`config.mk`:
```
export PLATFORM = sky130hd
export DESIGN_NAME = vector_accumulate_seq
export DESIGN_NICKNAME = d
export VERILOG_FILES = /design/src/rtl/vector_accumulate_seq.sv
export SDC_FILE = /design/constraint.sdc
export NUM_CORES = 1
export LEC_CHECK = 0
export CAP_MARGIN = 5
export CORE_AREA = 5 5 301 303
export CTS_CLUSTER_DIAMETER = 40
export CTS_CLUSTER_SIZE = 16
export DETAILED_ROUTE_END_ITERATION = 12
export DIE_AREA = 0 0 306 308
export PLACE_DENSITY = 0.56
export SETUP_SLACK_MARGIN = 0.15
export SLEW_MARGIN = 20
export SYNTH_ARGS = -nofsm -noshare
export SYNTH_HDL_FRONTEND = slang
export SYNTH_SLANG_ARGS = --single-unit
```
`constraint.sdc`:
```
create_clock -name clk -period 15.8 [get_ports clk]
set_input_delay 3.16 -clock clk [delete_from_list [all_inputs] [get_ports clk]]
set_output_delay 3.16 -clock clk [all_outputs]
set_load 0.02 [all_outputs]
```
`src/rtl/vector_accumulate_seq.sv`:
```
// Packet accumulator around an external registered adder tree: accepted beats go out on
// tree_vector, per-beat sums return TREE_LATENCY cycles later and are folded into packet totals.
module vector_accumulate_seq #(
   parameter int vector_length = 7,
   parameter int data_width    = 48,
   parameter int TREE_LATENCY  = 3,
   parameter int OUT_DEPTH     = 2,
   parameter int CNT_WIDTH     = 16
) (
   input  logic                                clk,
   input  logic                                reset,
   input  logic [vector_length*data_width-1:0] in_vector,
   input  logic                                in_valid,
   input  logic                                in_last,
   output logic                                in_ready,
   output logic [vector_length*data_width-1:0] tree_vector,
   input  logic [data_width-1:0]               tree_sum,
   output logic [data_width-1:0]               out_sum,
   output logic [CNT_WIDTH-1:0]                out_beats,
   output logic                                out_valid,
   input  logic                                out_ready,
   output logic                                overflow
);

   localparam int PTR_W = (OUT_DEPTH > 1) ? $clog2(OUT_DEPTH) : 1;
   localparam int CRD_W = PTR_W + 2;
   localparam logic [CNT_WIDTH-1:0] CNT_MAX = '1;

   function automatic logic [CNT_WIDTH-1:0] sat_inc(input logic [CNT_WIDTH-1:0] c);
      return (c == CNT_MAX) ? c : c + CNT_WIDTH'(1);
   endfunction

   typedef enum logic {IDLE, ACCUM} state_t;

   state_t                  state, state_nxt;
   logic [data_width-1:0]   acc, acc_nxt;
   logic [CNT_WIDTH-1:0]    beats, beats_nxt;
   logic                    ovf_set;
   logic                    push, pop;
   logic [data_width-1:0]   push_sum;
   logic [CNT_WIDTH-1:0]    push_beats;

   logic                    accept;
   logic [TREE_LATENCY:0]   tag_vld_p, tag_last_p;
   logic                    tag_vld, tag_last;
   logic [PTR_W:0]          last_cnt;

   logic [data_width+CNT_WIDTH-1:0] mem [OUT_DEPTH];
   logic [PTR_W-1:0]        wr_ptr, rd_ptr;
   logic [PTR_W:0]          fifo_count;

   assign accept   = in_valid & in_ready;
   assign tag_vld  = tag_vld_p[TREE_LATENCY];
   assign tag_last = tag_last_p[TREE_LATENCY];

   // A credit is held from a last-beat accept until its packet lands in the FIFO
   assign in_ready = (CRD_W'(fifo_count) + CRD_W'(last_cnt)) < CRD_W'(OUT_DEPTH);

   // Stage 0: capture the accepted beat for the tree and launch its tag
   always_ff @(posedge clk or posedge reset) begin
      if (reset) begin
         tree_vector <= '0;
         tag_vld_p   <= '0;
         tag_last_p  <= '0;
      end else begin
         if (accept) tree_vector <= in_vector;
         tag_vld_p[0]  <= accept;
         tag_last_p[0] <= accept & in_last;
         for (int i = 1; i <= TREE_LATENCY; i++) begin
            tag_vld_p[i]  <= tag_vld_p[i-1];
            tag_last_p[i] <= tag_last_p[i-1];
         end
      end
   end

   always_ff @(posedge clk or posedge reset) begin
      if (reset) begin
         last_cnt <= '0;
      end else begin
         case ({accept & in_last, tag_vld & tag_last})
            2'b10:   last_cnt <= last_cnt + 1'b1;
            2'b01:   last_cnt <= last_cnt - 1'b1;
            default: last_cnt <= last_cnt;
         endcase
      end
   end

   // Stage TREE_LATENCY+1: fold the aligned tree sum into the open packet
   always_comb begin
      state_nxt  = state;
      acc_nxt    = acc;
      beats_nxt  = beats;
      ovf_set    = 1'b0;
      push       = 1'b0;
      push_sum   = '0;
      push_beats = '0;
      if (tag_vld) begin
         case (state)
            IDLE: begin
               if (tag_last) begin
                  push       = 1'b1;
                  push_sum   = tree_sum;
                  push_beats = CNT_WIDTH'(1);
               end else begin
                  acc_nxt   = tree_sum;
                  beats_nxt = CNT_WIDTH'(1);
                  state_nxt = ACCUM;
               end
            end
            ACCUM: begin
               ovf_set = (beats == CNT_MAX);
               if (tag_last) begin
                  push       = 1'b1;
                  push_sum   = acc + tree_sum;
                  push_beats = sat_inc(beats);
                  acc_nxt    = '0;
                  beats_nxt  = '0;
                  state_nxt  = IDLE;
               end else begin
                  acc_nxt   = acc + tree_sum;
                  beats_nxt = sat_inc(beats);
               end
            end
            default: state_nxt = IDLE;
         endcase
      end
   end

   always_ff @(posedge clk or posedge reset) begin
      if (reset) begin
         state    <= IDLE;
         acc      <= '0;
         beats    <= '0;
         overflow <= 1'b0;
      end else begin
         state <= state_nxt;
         acc   <= acc_nxt;
         beats <= beats_nxt;
         if (ovf_set) overflow <= 1'b1;
      end
   end

   // Result FIFO, first-word fall-through; storage needs no reset since out_valid gates it
   assign pop       = out_valid & out_ready;
   assign out_valid = (fifo_count != '0);
   assign {out_sum, out_beats} = out_valid ? mem[rd_ptr] : '0;

   always_ff @(posedge clk) begin
      if (push) mem[wr_ptr] <= {push_sum, push_beats};
   end

   always_ff @(posedge clk or posedge reset) begin
      if (reset) begin
         wr_ptr     <= '0;
         rd_ptr     <= '0;
         fifo_count <= '0;
      end else begin
         if (push) wr_ptr <= wr_ptr + PTR_W'(1);
         if (pop)  rd_ptr <= rd_ptr + PTR_W'(1);
         case ({push, pop})
            2'b10:   fifo_count <= fifo_count + 1'b1;
            2'b01:   fifo_count <= fifo_count - 1'b1;
            default: fifo_count <= fifo_count;
         endcase
      end
   end

endmodule

```
==> impl_metrics.env <==
export IMPL_worstMarginPinSlew_ns=1.094
export IMPL_cts_setup_buffers=0
export IMPL_avgViaCountPerCell=4.757
export IMPL_numCtsBuffers=97
export IMPL_outcome="complete, no violations"
export IMPL_wl_per_cell_um=25.44
export IMPL_gr_total_overflow=0
export IMPL_critPathKind="reg -> out"
export IMPL_clk_pin_slew_ns=0.07
export IMPL_ir_worst_vdd_uv=166.1
export IMPL_slowest_delay_ns=0.76
export IMPL_fp_dieH_um=308
export IMPL_cellInternalPower_mw=5.360
export IMPL_reg2reg_to="tree_vector[188]"
export IMPL_tns_ns=0
export IMPL_layout_common_cells="791 x clkdlybuf4s50_1, 414 x dfrtp_1, 336 x mux2_2"
export IMPL_crit_chain="buf_4 -> mux2i_1 -> nor2_1 -> clkdlybuf4s50_1"
export IMPL_synth_flop_cell="dfrtp_1"
export IMPL_layout_drive_gt1_share_pct=20.63
export IMPL_p_sw_share_pct=39.15
export IMPL_endpoint="out_sum[45]"
export IMPL_cap_violations=0
export IMPL_antenna_found_initial=51
export IMPL_power_density_nw_per_um2=239.0
export IMPL_cts_sinks=544
export IMPL_synthArstFlopShare_pct=76.47
export IMPL_crit_required_ns=12.64
export IMPL_postSynthAreaPerCell_sq_um=13.04
export IMPL_grt_max_degree=108
export IMPL_ys_ff_latch=544
export IMPL_final_common_cell="clkdlybuf4s50_1"
export IMPL_hpwl_um=78850
export IMPL_r2r_setup_slack_ns=11.84
export IMPL_r2r_cells=6
export IMPL_switching_power_mw=3.448
export IMPL_die_area_sq_um=94250
export IMPL_grt_use_met2_pct=36.62
export IMPL_timing_final_crit_share_pct=41.15
export IMPL_p_leak_nw=14.91
export IMPL_crit_path_max_fanout=44
export IMPL_synthCells=1866
export IMPL_synth_edf_count=128
export IMPL_critPathLaunchType="register"
export IMPL_reg2reg_from="fifo_count[0]"
export IMPL_p_comb_share_pct=49.3
export IMPL_grt_busiest_layer="met2"
export IMPL_pin_count=792
export IMPL_first_iter_violations=1087
export IMPL_die_w_um=306
export IMPL_grt_usage_pct=20.60
export IMPL_start_util_pct=27.74
export IMPL_worst_slew_margin_rel_pct=27.08
export IMPL_drtAntennaViolNets=0
export IMPL_cts_tree="done"
export IMPL_drt_pass1_iter_count=5
export IMPL_synth_nets=2307
export IMPL_met1_usage_pct=21.90
export IMPL_gr_usage_met3_pct=9.016
export IMPL_power_total_mw=8.808
export IMPL_cts_hold_buffers=0
export IMPL_rows=109
export IMPL_slew_viol_final=0
export IMPL_cts_path_max_buffers=3
export IMPL_grt_pass1_vias=19990
export IMPL_yosysSeqAreaShare_pct=58.59
export IMPL_ys_types=86
export IMPL_nNetsFinal=3114
export IMPL_rsz0062_at_grt="no"
export IMPL_cp_end_kind="output pin"
export IMPL_setup_violations=0
export IMPL_core_area_sq_um=87690
export IMPL_vias=18720
export IMPL_hold_class="reg -> reg"
export IMPL_p_clk_share_pct=24.2
export IMPL_drcViolationCount=0
export IMPL_seqPwrFrac_pct=26.5
export IMPL_yosysWarnings=0
export IMPL_startpoint="rd_ptr"
export IMPL_htreeDepth=3
export IMPL_final_cell_area_sq_um=36850
export IMPL_cts_resized=0
export IMPL_io_buffers=791
export IMPL_clk_latency_ns=0.64
export IMPL_finalHoldViolations=0
export IMPL_area_delta_synth_final_pct=51.47
export IMPL_worstPathArrival_ns=3.34
export IMPL_gp_congestion=0.9368
export IMPL_synth_area_sq_um=24330
export IMPL_slowest_stage="buf_4"
export IMPL_max_freq_ghz=0.1538
export IMPL_cts_root_buf="clkbuf_16"
export IMPL_grt_pass1_wl_um=143200
export IMPL_skew_ns=0.02341
export IMPL_post_dp_cell_area_sq_um=33410
export IMPL_wirelength_um=100100
export IMPL_finalCriticalPeriod_ns=6.502
export IMPL_hold_depth=0
-- power groups by stage --
stage               sequential (mW)  combinational, mW  clock [mW]
finish                         2.33               4.34        2.13
global route                   2.40               4.60        2.25
CTS                            2.34               4.42        2.18
detailed placement             2.35               4.40           0
global placement               2.34               4.36           0
floorplan                      2.80               1.95           0
-- critical path, delay by kind of cell (launching register included) --
family	cells	cell delay, ns
DFF	1	0.68
muxes	1	0.32
and+or+nand+nor	1	0.16
buffers and inverters	2	1.48
-- sequential cells by signal (all words and copies together) (netlist names) --
signal and flops:
tag_last_p 4, fifo_count 2, beats 16, last_cnt 2, mem 128, tree_vector 336, wr_ptr 1, state 1
overflow 1, acc 48, tag_vld_p 4, rd_ptr 1
-- worst min-delay path by stage --
| stage | start | end | slack [ns] |
|---|---|---|---|
| floorplan | tag_last_p[0] | tag_last_p[1] | 0.33 |
| global placement | tag_vld_p[0] | tag_vld_p[1] | 0.33 |
| detailed placement | tag_vld_p[0] | tag_vld_p[1] | 0.33 |
| CTS | tag_vld_p[0] | tag_vld_p[1] | 0.35 |
| global route | tag_vld_p[0] | tag_vld_p[1] | 0.35 |
| finish | tag_vld_p[1] | tag_vld_p[2] | 0.35 |
-- stage by stage --
stage	setup WS, ns	hold WS [ns]	instances	utilization [%]
after floorplan	1.062	0.3312	1866	-
after global placement	9.038	0.3318	3739	38.10
after detailed placement	8.942	0.3347	3739	38.10
after CTS	9.220	0.3502	3918	41.97
after global routing	9.168	0.3514	3919	41.98
final	9.298	0.3488	3935	42.02
-- cell usage after synthesis (8+ instances only) --
cell,n,area [sq um]
o21ai_1,19,95.09
o21bai_1,19,142.6
clkbuf_1,77,289.0
mux2_2,336,3784
nor2_1,163,611.8
edfxtp_1,128,3844
o31ai_1,8,60.06
dfrtp_1,416,10410
xnor2_1,36,315.3
a21oi_1,71,355.3
xor2_1,22,192.7
o21ai_0,63,315.3
a21o_1,20,150.1
and3_1,12,75.07
inv_1,25,93.84
nand4_1,10,62.56
mux2i_1,95,950.9
ha_1,50,625.6
and2_1,11,68.82
nor3_1,10,50.05
nand3_1,19,95.09
nand2_1,100,375.4
a31oi_1,11,68.82
-- cell families after synthesis --
kind of cell / synth area share, %
buffers and inverters: 2.402
AOI/OAI and AO/OA: 7.884
and+or+nand+nor: 6.840
DFF: 58.59
muxes: 19.46
adders and majority gates: 2.736
xor gates and xnor gates: 2.088
-- layer usage --
layer | share of wire [%] | vias to the layer above | routed length (um)
met3 | 10 | 181 | 10510
met5 | 0.32 | - | 324
li1 | - | 8433 | -
met1 | 35 | 9356 | 34610
met2 | 51 | 697 | 51290
met4 | 3.4 | 50 | 3377
-- layout make-up --
type,instances,area (sq um)
fill,8116,50840
multi-input combinational,1194,9523
timing repair buffer,811,8071
inverter,25,101.3
clock inverter,59,732.0
clock buffer,120,2664
antenna,17,42.54
sequential,544,14260
tap,1165,1458
Power figures use the tool's default switching activity.
